`config.mk`:
```
export PLATFORM = sky130hd
export DESIGN_NAME = hazard_ctrl_flat
export DESIGN_NICKNAME = d
export VERILOG_FILES = /design/src/rtl/hazard_ctrl_pkg.sv /design/src/rtl/hazard_ctrl_if.sv /design/src/rtl/hazard_ctrl_op_class.sv /design/src/rtl/hazard_ctrl.sv /design/src/flat_wrapper.sv
export SDC_FILE = /design/constraint.sdc
export NUM_CORES = 1
export LEC_CHECK = 0
export CORE_UTILIZATION = 53
export CTS_CLUSTER_DIAMETER = 60
export CTS_CLUSTER_SIZE = 20
export DETAILED_ROUTE_END_ITERATION = 16
export PLACE_DENSITY = 0.86
export SLEW_MARGIN = 15
export SYNTH_ARGS = -nofsm -noshare
export SYNTH_HDL_FRONTEND = slang
export SYNTH_SLANG_ARGS = --single-unit
```
`constraint.sdc`:
```
create_clock -name clk -period 3.6 [get_ports clk]
set_clock_uncertainty 0.1 [all_clocks]
set_input_delay 0.72 -clock clk [delete_from_list [all_inputs] [get_ports clk]]
set_output_delay 0.72 -clock clk [all_outputs]
set_load 0.005 [all_outputs]
```
`src/rtl/hazard_ctrl_pkg.sv`:
```
// hazard_ctrl_pkg: RV32 opcode map, sequencer states, the MEM/WB occupancy record
// and the opcode classification helpers shared by hazard_ctrl and haz_op_class.
package hazard_ctrl_pkg;

    localparam logic [6:0] OP_LOAD   = 7'b0000011;
    localparam logic [6:0] OP_I_ALU  = 7'b0010011;
    localparam logic [6:0] OP_AUIPC  = 7'b0010111;
    localparam logic [6:0] OP_STORE  = 7'b0100011;
    localparam logic [6:0] OP_R      = 7'b0110011;
    localparam logic [6:0] OP_LUI    = 7'b0110111;
    localparam logic [6:0] OP_BRANCH = 7'b1100011;
    localparam logic [6:0] OP_JALR   = 7'b1100111;
    localparam logic [6:0] OP_JAL    = 7'b1101111;
    localparam logic [6:0] OP_SYSTEM = 7'b1110011;

    typedef enum logic [1:0] {
        RUN       = 2'd0,
        MEM_WAIT  = 2'd1,
        RAW_STALL = 2'd2
    } state_e;

    typedef struct packed {
        logic       v;
        logic [4:0] rd;
        logic       wr;
        logic       mem;
    } wb_rec_t;

    typedef struct packed {
        logic writes_rd;
        logic uses_rs1;
        logic uses_rs2;
        logic is_mem;
    } op_class_t;

    function automatic logic writes_rd(input logic [6:0] op);
        case (op)
            OP_R, OP_I_ALU, OP_LOAD, OP_LUI, OP_AUIPC,
            OP_JAL, OP_JALR, OP_SYSTEM: writes_rd = 1'b1;
            default:                    writes_rd = 1'b0;
        endcase
    endfunction

    function automatic logic uses_rs1(input logic [6:0] op);
        case (op)
            OP_R, OP_I_ALU, OP_LOAD, OP_STORE,
            OP_BRANCH, OP_JALR, OP_SYSTEM: uses_rs1 = 1'b1;
            default:                       uses_rs1 = 1'b0;
        endcase
    endfunction

    function automatic logic uses_rs2(input logic [6:0] op);
        case (op)
            OP_R, OP_STORE, OP_BRANCH: uses_rs2 = 1'b1;
            default:                   uses_rs2 = 1'b0;
        endcase
    endfunction

    function automatic logic is_mem(input logic [6:0] op);
        case (op)
            OP_LOAD, OP_STORE: is_mem = 1'b1;
            default:           is_mem = 1'b0;
        endcase
    endfunction

endpackage

```
`src/rtl/hazard_ctrl_if.sv`:
```
// hazard_ctrl_if: decoded DE/EX fields, memory handshake and pipeline control
// outputs; master is the core datapath, slave is the hazard sequencer.
interface hazard_ctrl_if #(
    parameter int CNT_W = 32
);
    logic             id_valid;
    logic [6:0]       id_opcode;
    logic [4:0]       id_rs1;
    logic [4:0]       id_rs2;
    logic [4:0]       id_rd;
    logic             ex_br_taken;
    logic             mem_ready;
    logic             stall_if;
    logic             stall_id;
    logic             flush_id;
    logic             bubble_wb;
    logic             fwd_a;
    logic             fwd_b;
    logic             mem_err;
    logic [CNT_W-1:0] stall_cnt;

    modport master (
        output id_valid, id_opcode, id_rs1, id_rs2, id_rd, ex_br_taken, mem_ready,
        input  stall_if, stall_id, flush_id, bubble_wb, fwd_a, fwd_b, mem_err, stall_cnt
    );

    modport slave (
        input  id_valid, id_opcode, id_rs1, id_rs2, id_rd, ex_br_taken, mem_ready,
        output stall_if, stall_id, flush_id, bubble_wb, fwd_a, fwd_b, mem_err, stall_cnt
    );
endinterface

```
`src/rtl/hazard_ctrl_op_class.sv`:
```
// haz_op_class: combinational opcode classifier for the DE/EX instruction.
module haz_op_class
    import hazard_ctrl_pkg::*;
(
    input  logic [6:0] opcode,
    output op_class_t  cls
);

    // Classify the opcode into register-usage and memory-access flags.
    always_comb begin
        cls.writes_rd = writes_rd(opcode);
        cls.uses_rs1  = uses_rs1(opcode);
        cls.uses_rs2  = uses_rs2(opcode);
        cls.is_mem    = is_mem(opcode);
    end

endmodule

```
`src/rtl/hazard_ctrl.sv`:
```
// hazard_ctrl: stall/flush/bubble/forward sequencer for the IF -> DE/EX -> MEM/WB core.
// Optional feature macro HAZ_FWD_EN: forward from MEM/WB instead of stalling on RAW deps.
module hazard_ctrl
    import hazard_ctrl_pkg::*;
#(
    parameter int CNT_W       = 32,
    parameter int MEM_TIMEOUT = 255
) (
    input  logic          clk,
    input  logic          rst_n,
    hazard_ctrl_if.slave  bus
);

    localparam int WAIT_W = (MEM_TIMEOUT < 2) ? 1 : $clog2(MEM_TIMEOUT + 1);

    state_e            state_r;
    state_e            state_next_s;
    wb_rec_t           rec_r;
    wb_rec_t           rec_next_s;
    logic [WAIT_W-1:0] wait_r;
    logic [WAIT_W-1:0] wait_next_s;
    logic [CNT_W-1:0]  cnt_r;
    logic              err_r;
    logic              err_next_s;

    op_class_t         cls_s;
    logic              dep_a_s;
    logic              dep_b_s;
    logic              mem_hold_s;
    logic              raw_stall_s;
    logic              stall_s;
    logic              timeout_s;

    haz_op_class u_op_class (
        .opcode (bus.id_opcode),
        .cls    (cls_s)
    );

    // Hazard detection against the MEM/WB occupant and the resulting stall decision.
    always_comb begin
        dep_a_s    = rec_r.v & rec_r.wr & (rec_r.rd == bus.id_rs1) & bus.id_valid & cls_s.uses_rs1;
        dep_b_s    = rec_r.v & rec_r.wr & (rec_r.rd == bus.id_rs2) & bus.id_valid & cls_s.uses_rs2;
        mem_hold_s = (state_r == MEM_WAIT) & rec_r.v & rec_r.mem & ~bus.mem_ready;
`ifdef HAZ_FWD_EN
        raw_stall_s = 1'b0;
`else
        // Without forwarding a dep only costs a cycle once the memory access is done.
        raw_stall_s = (dep_a_s | dep_b_s) & ~mem_hold_s;
`endif
        stall_s    = mem_hold_s | raw_stall_s;
        timeout_s  = mem_hold_s & (MEM_TIMEOUT != 0) & (wait_r == WAIT_W'(MEM_TIMEOUT - 1));
    end

    // Pipeline control outputs, combinational from current state and inputs.
    always_comb begin
        bus.stall_if  = stall_s;
        bus.stall_id  = stall_s;
        bus.bubble_wb = raw_stall_s;
        bus.flush_id  = bus.ex_br_taken & ~stall_s;
`ifdef HAZ_FWD_EN
        bus.fwd_a     = dep_a_s & ~stall_s;
        bus.fwd_b     = dep_b_s & ~stall_s;
`else
        bus.fwd_a     = 1'b0;
        bus.fwd_b     = 1'b0;
`endif
        bus.mem_err   = err_r;
        bus.stall_cnt = cnt_r;
    end

    // Next-state, MEM/WB record and wait-counter logic.
    always_comb begin
        state_next_s = state_r;
        rec_next_s   = rec_r;
        wait_next_s  = wait_r;
        err_next_s   = err_r;
        case (state_r)
            RUN, RAW_STALL, MEM_WAIT: begin
                if (mem_hold_s) begin
                    if (timeout_s) begin
                        rec_next_s.v = 1'b0;
                        wait_next_s  = '0;
                        err_next_s   = 1'b1;
                        state_next_s = RUN;
                    end else begin
                        wait_next_s  = wait_r + WAIT_W'(1);
                        state_next_s = MEM_WAIT;
                    end
                end else begin
                    rec_next_s.v   = bus.id_valid & ~raw_stall_s;
                    rec_next_s.rd  = bus.id_rd;
                    rec_next_s.wr  = cls_s.writes_rd & (bus.id_rd != 5'd0);
                    rec_next_s.mem = cls_s.is_mem;
                    wait_next_s    = '0;
                    if (bus.id_valid && !raw_stall_s && cls_s.is_mem) begin
                        state_next_s = MEM_WAIT;
                    end else if (raw_stall_s) begin
                        state_next_s = RAW_STALL;
                    end else begin
                        state_next_s = RUN;
                    end
                end
            end
            default: begin
                state_next_s = RUN;
                rec_next_s   = '0;
                wait_next_s  = '0;
            end
        endcase
    end

    // State, record, error flag and saturating stall counter registers.
    always_ff @(posedge clk) begin
        if (!rst_n) begin
            state_r <= RUN;
            rec_r   <= '0;
            wait_r  <= '0;
            err_r   <= 1'b0;
            cnt_r   <= '0;
        end else begin
            state_r <= state_next_s;
            rec_r   <= rec_next_s;
            wait_r  <= wait_next_s;
            err_r   <= err_next_s;
            if (stall_s && (cnt_r != {CNT_W{1'b1}})) begin
                cnt_r <= cnt_r + CNT_W'(1);
            end else begin
                cnt_r <= cnt_r;
            end
        end
    end

endmodule

```
`src/flat_wrapper.sv`:
```
// flat-port wrapper written by rule: the top's interface ports become plain ports
module hazard_ctrl_flat import hazard_ctrl_pkg::*;
#(
    parameter int CNT_W       = 32,
    parameter int MEM_TIMEOUT = 255
)
  (clk, rst_n, bus_id_valid, bus_id_opcode, bus_id_rs1, bus_id_rs2, bus_id_rd, bus_ex_br_taken, bus_mem_ready, bus_stall_if, bus_stall_id, bus_flush_id, bus_bubble_wb, bus_fwd_a, bus_fwd_b, bus_mem_err, bus_stall_cnt);
  hazard_ctrl_if #(.CNT_W(CNT_W)) bus_i ();
  input  logic clk;
  input  logic rst_n;
  input wire logic [$bits(bus_i.id_valid)-1:0] bus_id_valid;
  input wire logic [$bits(bus_i.id_opcode)-1:0] bus_id_opcode;
  input wire logic [$bits(bus_i.id_rs1)-1:0] bus_id_rs1;
  input wire logic [$bits(bus_i.id_rs2)-1:0] bus_id_rs2;
  input wire logic [$bits(bus_i.id_rd)-1:0] bus_id_rd;
  input wire logic [$bits(bus_i.ex_br_taken)-1:0] bus_ex_br_taken;
  input wire logic [$bits(bus_i.mem_ready)-1:0] bus_mem_ready;
  output wire logic [$bits(bus_i.stall_if)-1:0] bus_stall_if;
  output wire logic [$bits(bus_i.stall_id)-1:0] bus_stall_id;
  output wire logic [$bits(bus_i.flush_id)-1:0] bus_flush_id;
  output wire logic [$bits(bus_i.bubble_wb)-1:0] bus_bubble_wb;
  output wire logic [$bits(bus_i.fwd_a)-1:0] bus_fwd_a;
  output wire logic [$bits(bus_i.fwd_b)-1:0] bus_fwd_b;
  output wire logic [$bits(bus_i.mem_err)-1:0] bus_mem_err;
  output wire logic [$bits(bus_i.stall_cnt)-1:0] bus_stall_cnt;
  assign bus_i.id_valid = bus_id_valid;
  assign bus_i.id_opcode = bus_id_opcode;
  assign bus_i.id_rs1 = bus_id_rs1;
  assign bus_i.id_rs2 = bus_id_rs2;
  assign bus_i.id_rd = bus_id_rd;
  assign bus_i.ex_br_taken = bus_ex_br_taken;
  assign bus_i.mem_ready = bus_mem_ready;
  assign bus_stall_if = bus_i.stall_if;
  assign bus_stall_id = bus_i.stall_id;
  assign bus_flush_id = bus_i.flush_id;
  assign bus_bubble_wb = bus_i.bubble_wb;
  assign bus_fwd_a = bus_i.fwd_a;
  assign bus_fwd_b = bus_i.fwd_b;
  assign bus_mem_err = bus_i.mem_err;
  assign bus_stall_cnt = bus_i.stall_cnt;
  hazard_ctrl #(.CNT_W(CNT_W), .MEM_TIMEOUT(MEM_TIMEOUT)) u_core (.clk(clk), .rst_n(rst_n), .bus(bus_i));
endmodule
```
==> results.yml, run 1 <==
run_status:
  outcome: "finished, final reports clean"
route:
  drt-total-wl_mm: 6.376
  detailedRoute.firstPassIterationCount: 4
  wl_per_cell_um: 13.95
  total_via_count_after_detailed_routing: 2633
  route.antenna.remaining_nets: 0
  drc: 0
  drt_first_iter_violations: 207
  vias_per_cell: 5.761
clocking:
  cts.hold.buffers_added: 0
  post_cts.repair.setup_buffers: 0
  cts_inserted_buffers: 5
  ctsLongestPathBuffers: 2
  clock_input_transition_at_the_sequential_cells_of_the_worst_setup_and_hold_paths_ns: 0.09
  h-tree-depth: 2
  root_cell_of_the_clock_tree: "clkbuf_8"
  cts-resized-gates: 0
  clock_sink_count: 51
  tritoncts_clock_tree: "built"
  worstSkewPairLatency_ns: 0.31
synth:
  synth_adder_area_share_pct: 1.383
  yosys.area_share.simple_pct: 34.35
  synth_enable_flop_cells: 0
  yosysWarningCount: 0
  synth_top_area_share_pct: 37.62
  async_flop_share_pct: 0
  dominantRegCellSynth: "dfxtp_1"
  synth_top_family_by_area: "simple AND/OR/NAND/NOR gates"
  synth.distinct_cells: 45
  syn_area_um2: 2714
  synth-compound-area-share_pct: 13.42
  post_synth.cell_area_avg_um2: 8.150
  synth_xor_area_share_pct: 5.164
  synth_mux_area_share_pct: 3.320
  yosys-top-cells-area: "dfxtp_1 (38%), nand2_1 (5.1%), a21oi_1 (5.0%)"
  number_of_register_bits_inferred_by_synthesis: 51
  synth_sequential_area_ratio_pct: 37.62
  syn-instance-count: 333
  synth_top_cell_by_area: "dfxtp_1"
critical_path:
  reg2regPathDepth: 7
  critPathRequiredTime_ns: 2.78
  critical_path_class: "in -> out"
  worst_setup_path_end_kind: "output pin"
  slowest_delay_ns: 0.49
  cp-start-kind: "input port"
  path_common_cell: "clkdlybuf4s50_1"
  worst_ep_arrival_time_ns: 2.67
  critical_path.cell_chain: "clkdlybuf4s50_1 -> nand2_1 -> or3_4 -> nor4_4 -> nor3_4 -> inv_1 -> clkdlybuf4s50_1"
  worst-path-max-fanout: 3
  crit_path_top_delay_cell: "clkdlybuf4s50_1"
final_layout:
  insertedDiodeCount: 0
  nets_final: 419
  final_design_area_no_fill_um2: 3500
  area_delta_synth_final_pct: 28.95
  filler_cell_count: 383
  share_of_cells_above_drive_strength_1_pct: 6.410
floorplan:
  die_y_um: 73.56
  core_region_area_um2: 4817
  width_of_the_die_um: 73.56
  design.die.area_um2: 5410
  io_pins: 66
  initial_utilization_pct: 56.34
  num_rows: 25
timing:
  timing_max_transition_violations_final: 0
  report.final.setup_viol: 0
  final_period_minus_worst_setup_slack_ns: 3.494
  grt_setup_unrepaired: "no"
  slew_headroom_pct: 44.26
  final.setup.tns_ns: 0
  timing.final.crit_share_pct: 97.04
  worst_hold_slack_ns: 0.3685
  clock.fmax_mhz: 286.2
  final_hold_viol_count: 0
  worstMarginPinSlew_ns: 0.8362
global_route:
  grt_pass1_vias: 2355
  antenna_found_initial: 0
  grt_start_max_net_pins: 49
  grt-ovfl-total: 0
  grt_first_pass_wirelength_mm: 10.40
  grtUsageTotal_pct: 24.28
place:
  gpl.final_weighted_congestion: 0.7987
  post-dp-hpwl_mm: 4.571
  io_buffer_count: 63
  dpl_cell_area_um2: 3369
pwr:
  power_density_nw_per_um2: 298.1
  total_leakage_power_nw: 1.193
  max-vdd-ir-drop_uv: 203.7
  post-layout-total-power_mw: 1.043
flow_run:
  number_of_violations_of_the_max_capacitance_limit: 0
min_path:
  timing.hold.worst_path_depth: 2
  class_of_the_tightest_hold_or_removal_check: "reg -> reg"
[cells by family after synthesis]
family | count (synthesis)
compound gates | 59
xor+xnor | 16
fa+ha+maj | 3
buf+inv | 27
flops | 51
mux | 9
other cells | 1
simple gates | 167
[cells in the final DEF (no fill, tap or decap), types with 2 or more instances in the layout]
master	instances
a21oi_1	27
a31o_2	4
and3_1	7
and4_1	3
buf_4	3
clkbuf_8	5
clkdlybuf4s50_1	60
conb_1	2
dfxtp_1	51
dlymetal6s2s_1	3
ha_1	3
inv_1	8
mux2i_1	9
nand2_1	37
nand2b_1	12
nand3_1	17
nand4_1	20
nor2_1	20
nor2b_1	2
nor3_1	8
nor4_1	11
o211ai_1	2
o21a_1	3
o21ai_0	9
o31a_1	4
o31ai_1	7
or3_1	11
or3_4	2
or4_1	6
xnor2_1	5
xor2_1	11
[state kept, by name (all words and copies together) (netlist names)]
register and cells:
u_core.bus.mem_err 1, u_core.bus.stall_cnt 32, u_core.wait_r 8, u_core.state_r 2, u_core.rec_r 8
[worst max-delay path: cells and delay by family]
kind / cells / cell delay [ns]
buf+inv: 3 / 1.03
simple gates: 4 / 0.93
[final timing paths]
path	from	slack (ns)	end
min	u_core.rec_r[1]$_SDFFE_PN0P_	0.37	u_core.rec_r[1]$_SDFFE_PN0P_
min reg2reg	u_core.rec_r[1]$_SDFFE_PN0P_	0.37	u_core.rec_r[1]$_SDFFE_PN0P_
max reg2reg	u_core.bus.stall_cnt[0]$_SDFFE_PN0P_	0.82	u_core.bus.stall_cnt[27]$_SDFFE_PN0P_
max	bus_id_opcode[1]	0.11	bus_stall_id
[cell usage after synthesis (2+ instances only)]
| cell type | count |
|---|---|
| and4_1 | 3 |
| mux2i_1 | 9 |
| and3_1 | 7 |
| a21oi_1 | 27 |
| clkbuf_1 | 10 |
| or3_1 | 13 |
| o31a_1 | 4 |
| o31ai_1 | 7 |
| nand4_1 | 20 |
| xor2_1 | 11 |
| dfxtp_1 | 51 |
| o21a_1 | 3 |
| nor4_1 | 11 |
| nor2_1 | 20 |
| ha_1 | 3 |
| inv_1 | 8 |
| buf_2 | 4 |
| or4_1 | 6 |
| nand2b_1 | 12 |
| buf_4 | 3 |
| o211ai_1 | 2 |
| nor3_1 | 8 |
| xnor2_1 | 5 |
| nor2b_1 | 2 |
| o21ai_0 | 9 |
| nand3_1 | 17 |
| a31o_2 | 4 |
| nand2_1 | 37 |
[layer usage]
metal | vias to the layer above | routed length (um) | track usage, %
li1 | 1318 | - | -
met1 | 1231 | 2782 | 30.26
met2 | 77 | 3206 | 42.61
met3 | 7 | 332 | 5.213
met4 | 0 | 55 | 5.769
met5 | - | 0 | 0
[where the power goes]
part | total, mW | switching (mW) | internal (mW)
logic | 0.0731 | 0.0329 | 0.0402
registers | 0.571 | 0.00386 | 0.568
clock network | 0.399 | 0.192 | 0.207
[cell type report]
type	count	area (um^2)	share of cell area, %
inverter	9	33.78	0.9653
multi-input combinational	256	1588	45.37
timing repair buffer	66	660.6	18.88
tap	67	83.83	2.395
clock buffer	5	68.82	1.966
clock inverter	3	43.79	1.251
sequential	51	1021	29.17
[per-stage QoR]
step	setup WS, ns	std cells	utilization [%]
global route	0.003498	457	72.65
CTS	0.02767	457	72.29
finish	0.1065	457	72.65
floorplan	0.6573	334	-
detailed placement	0.03952	449	69.95
global placement	0.06786	449	69.95
(Power assumes the default switching activity.)
==> inputs of run 2 (changes only) <==
CORE_UTILIZATION = 45   (was 53)
PLACE_DENSITY = 0.75   (was 0.86)
==> results.yml, run 2 (synthesis results as in run 1) <==
run_status:
  outcome: "finished, final reports clean"
place:
  dp_worst_setup_slack_ns: 0.07244
  placed_cells: 456
  gpl.final_weighted_congestion: 0.7727
  io_buffer_count: 63
  post-dp-hpwl_mm: 4.626
clocking:
  cts_inserted_buffers: 5
  worstSkewPairLatency_ns: 0.31
  tritoncts_clock_tree: "built"
  ctsLongestPathBuffers: 2
  cts.hold.buffers_added: 0
  h-tree-depth: 2
  clock_sink_count: 51
  clock_input_transition_at_the_sequential_cells_of_the_worst_setup_and_hold_paths_ns: 0.08
  root_cell_of_the_clock_tree: "clkbuf_8"
timing:
  final_hold_viol_count: 0
  worstMarginPinSlew_ns: 0.8208
  timing_max_transition_violations_final: 0
  report.final.setup_viol: 0
  layout_setup_ws_ns: 0.1043
  timing.final.crit_share_pct: 97.10
  final_period_minus_worst_setup_slack_ns: 3.496
  worst_hold_slack_ns: 0.3822
  clock.fmax_mhz: 286.1
  slew_headroom_pct: 45.28
route:
  drc: 0
  route.antenna.remaining_nets: 0
  wl_per_cell_um: 13.59
  vias_per_cell: 5.652
  drt-total-wl_mm: 6.319
  drt_first_iter_violations: 148
  total_via_count_after_detailed_routing: 2628
  detailedRoute.firstPassIterationCount: 4
final_layout:
  share_of_cells_above_drive_strength_1_pct: 7.634
  number_of_flip_flops_in_the_largest_register: 32
  final_common_cell: "clkdlybuf4s50_1"
  layout.cells.most_common_list: "clkdlybuf4s50_1 (62), dfxtp_1 (51), nand2_1 (37), a21oi_1 (27), nand4_1 (20)"
  area_of_combinational_cells_with_multiple_inputs_um2: 1593
  nets_final: 422
  area_delta_synth_final_pct: 29.51
  seq_area_um2: 1021
  filler_cell_count: 516
  final_core_utilization_pct: 61.93
  final_cell_count_no_fill: 465
  insertedDiodeCount: 0
critical_path:
  family_of_cells_with_the_greatest_summed_delay_on_the_critical_path: "simple AND/OR/NAND/NOR gates"
  critical_path.cell_chain: "clkdlybuf4s50_1 -> nand2_1 -> or3_1 -> nor4_4 -> nor3_4 -> and2_1 -> clkdlybuf4s50_1"
  path_common_cell: "clkdlybuf4s50_1"
  critPathRequiredTime_ns: 2.78
  crit_path_top_delay_cell: "clkdlybuf4s50_1"
  worst_setup_path_end_kind: "output pin"
  worst_ep_arrival_time_ns: 2.68
  cp-start-kind: "input port"
  slowest_delay_ns: 0.46
  worstPathBufferInverterCount: 2
  worst-path-max-fanout: 3
  critical_path_class: "in -> out"
global_route:
  grtUsageTotal_pct: 20.72
  grt_first_pass_wirelength_mm: 10.53
  grt-ovfl-total: 0
  grt_start_max_net_pins: 49
  antenna_found_initial: 0
  grt_pass1_vias: 2250
pwr:
  power_density_nw_per_um2: 284.2
  total_leakage_power_nw: 1.160
  max-vdd-ir-drop_uv: 174.1
min_path:
  class_of_the_tightest_hold_or_removal_check: "reg -> reg"
floorplan:
  core_region_area_um2: 5675
  initial_utilization_pct: 47.82
  design.die.area_um2: 6346
  num_rows: 27
  die_y_um: 79.66
  io_pins: 66
  width_of_the_die_um: 79.66
flow_run:
  number_of_violations_of_the_max_capacitance_limit: 0
## run 2: path summary, 6_finish.rpt
check                                        from                                     to  slack (ns)  cells past startpoint
max                              bus_id_opcode[0]                           bus_flush_id        0.10                      7
min                  u_core.rec_r[1]$_SDFFE_PN0P_           u_core.rec_r[1]$_SDFFE_PN0P_        0.38                      2
min reg2reg          u_core.rec_r[1]$_SDFFE_PN0P_           u_core.rec_r[1]$_SDFFE_PN0P_        0.38                      2
max reg2reg  u_core.bus.stall_cnt[0]$_SDFFE_PN0P_  u_core.bus.stall_cnt[23]$_SDFFE_PN0P_        0.82                      7
## run 2: final cells by class
cell class | count | area share [%]
clock buffer | 6 | 2.350
clock inverter | 2 | 0.4628
inverter | 9 | 0.9612
multi-input combinational | 256 | 45.32
sequential | 51 | 29.05
tap | 72 | 2.563
timing repair buffer | 69 | 19.30
## run 2: per-stage QoR
| step | total power, mW | setup TNS [ns] | area [um^2] |
|---|---|---|---|
| detailed placement | 0.6576 | 0 | 3391 |
| global route | 1.041 | -0.05045 | 3515 |
| global placement | 0.6564 | 0 | 3391 |
| floorplan | 0.6162 | 0 | 2718 |
| CTS | 1.007 | 0 | 3490 |
| finish | 0.9989 | 0 | 3515 |
## run 2: power breakdown
group | switching, mW | leakage, nW | internal [mW]
sequential | 0.00402 | 0.412 | 0.568
combinational | 0.0315 | 0.701 | 0.0415
clock | 0.197 | 0.0474 | 0.157
## run 2: worst reg2reg max path, cell delays in order (launching register included)
cell and delay [ns]:
dfxtp_1 0.36, ha_1 0.29, nand2_2 0.16, nor3_1 0.09, and4_1 0.46, or3_1 0.56, or4_1 0.50, a21oi_1 0.16
## run 2: timing repair
item | CTS | global route
gates resized for setup | 0 | 5
setup buffers | 0 | 1
setup endpoints to repair | 0 | 3
## run 2: metal layers
| metal | wire, um | share of wire (%) | GRT usage [%] |
|---|---|---|---|
| met1 | 2868 | 45 | 27.05 |
| met2 | 3022 | 48 | 33.85 |
| met3 | 374 | 5.9 | 5.371 |
| met4 | 55 | 0.87 | 4.909 |
| met5 | 0 | 0 | 0 |
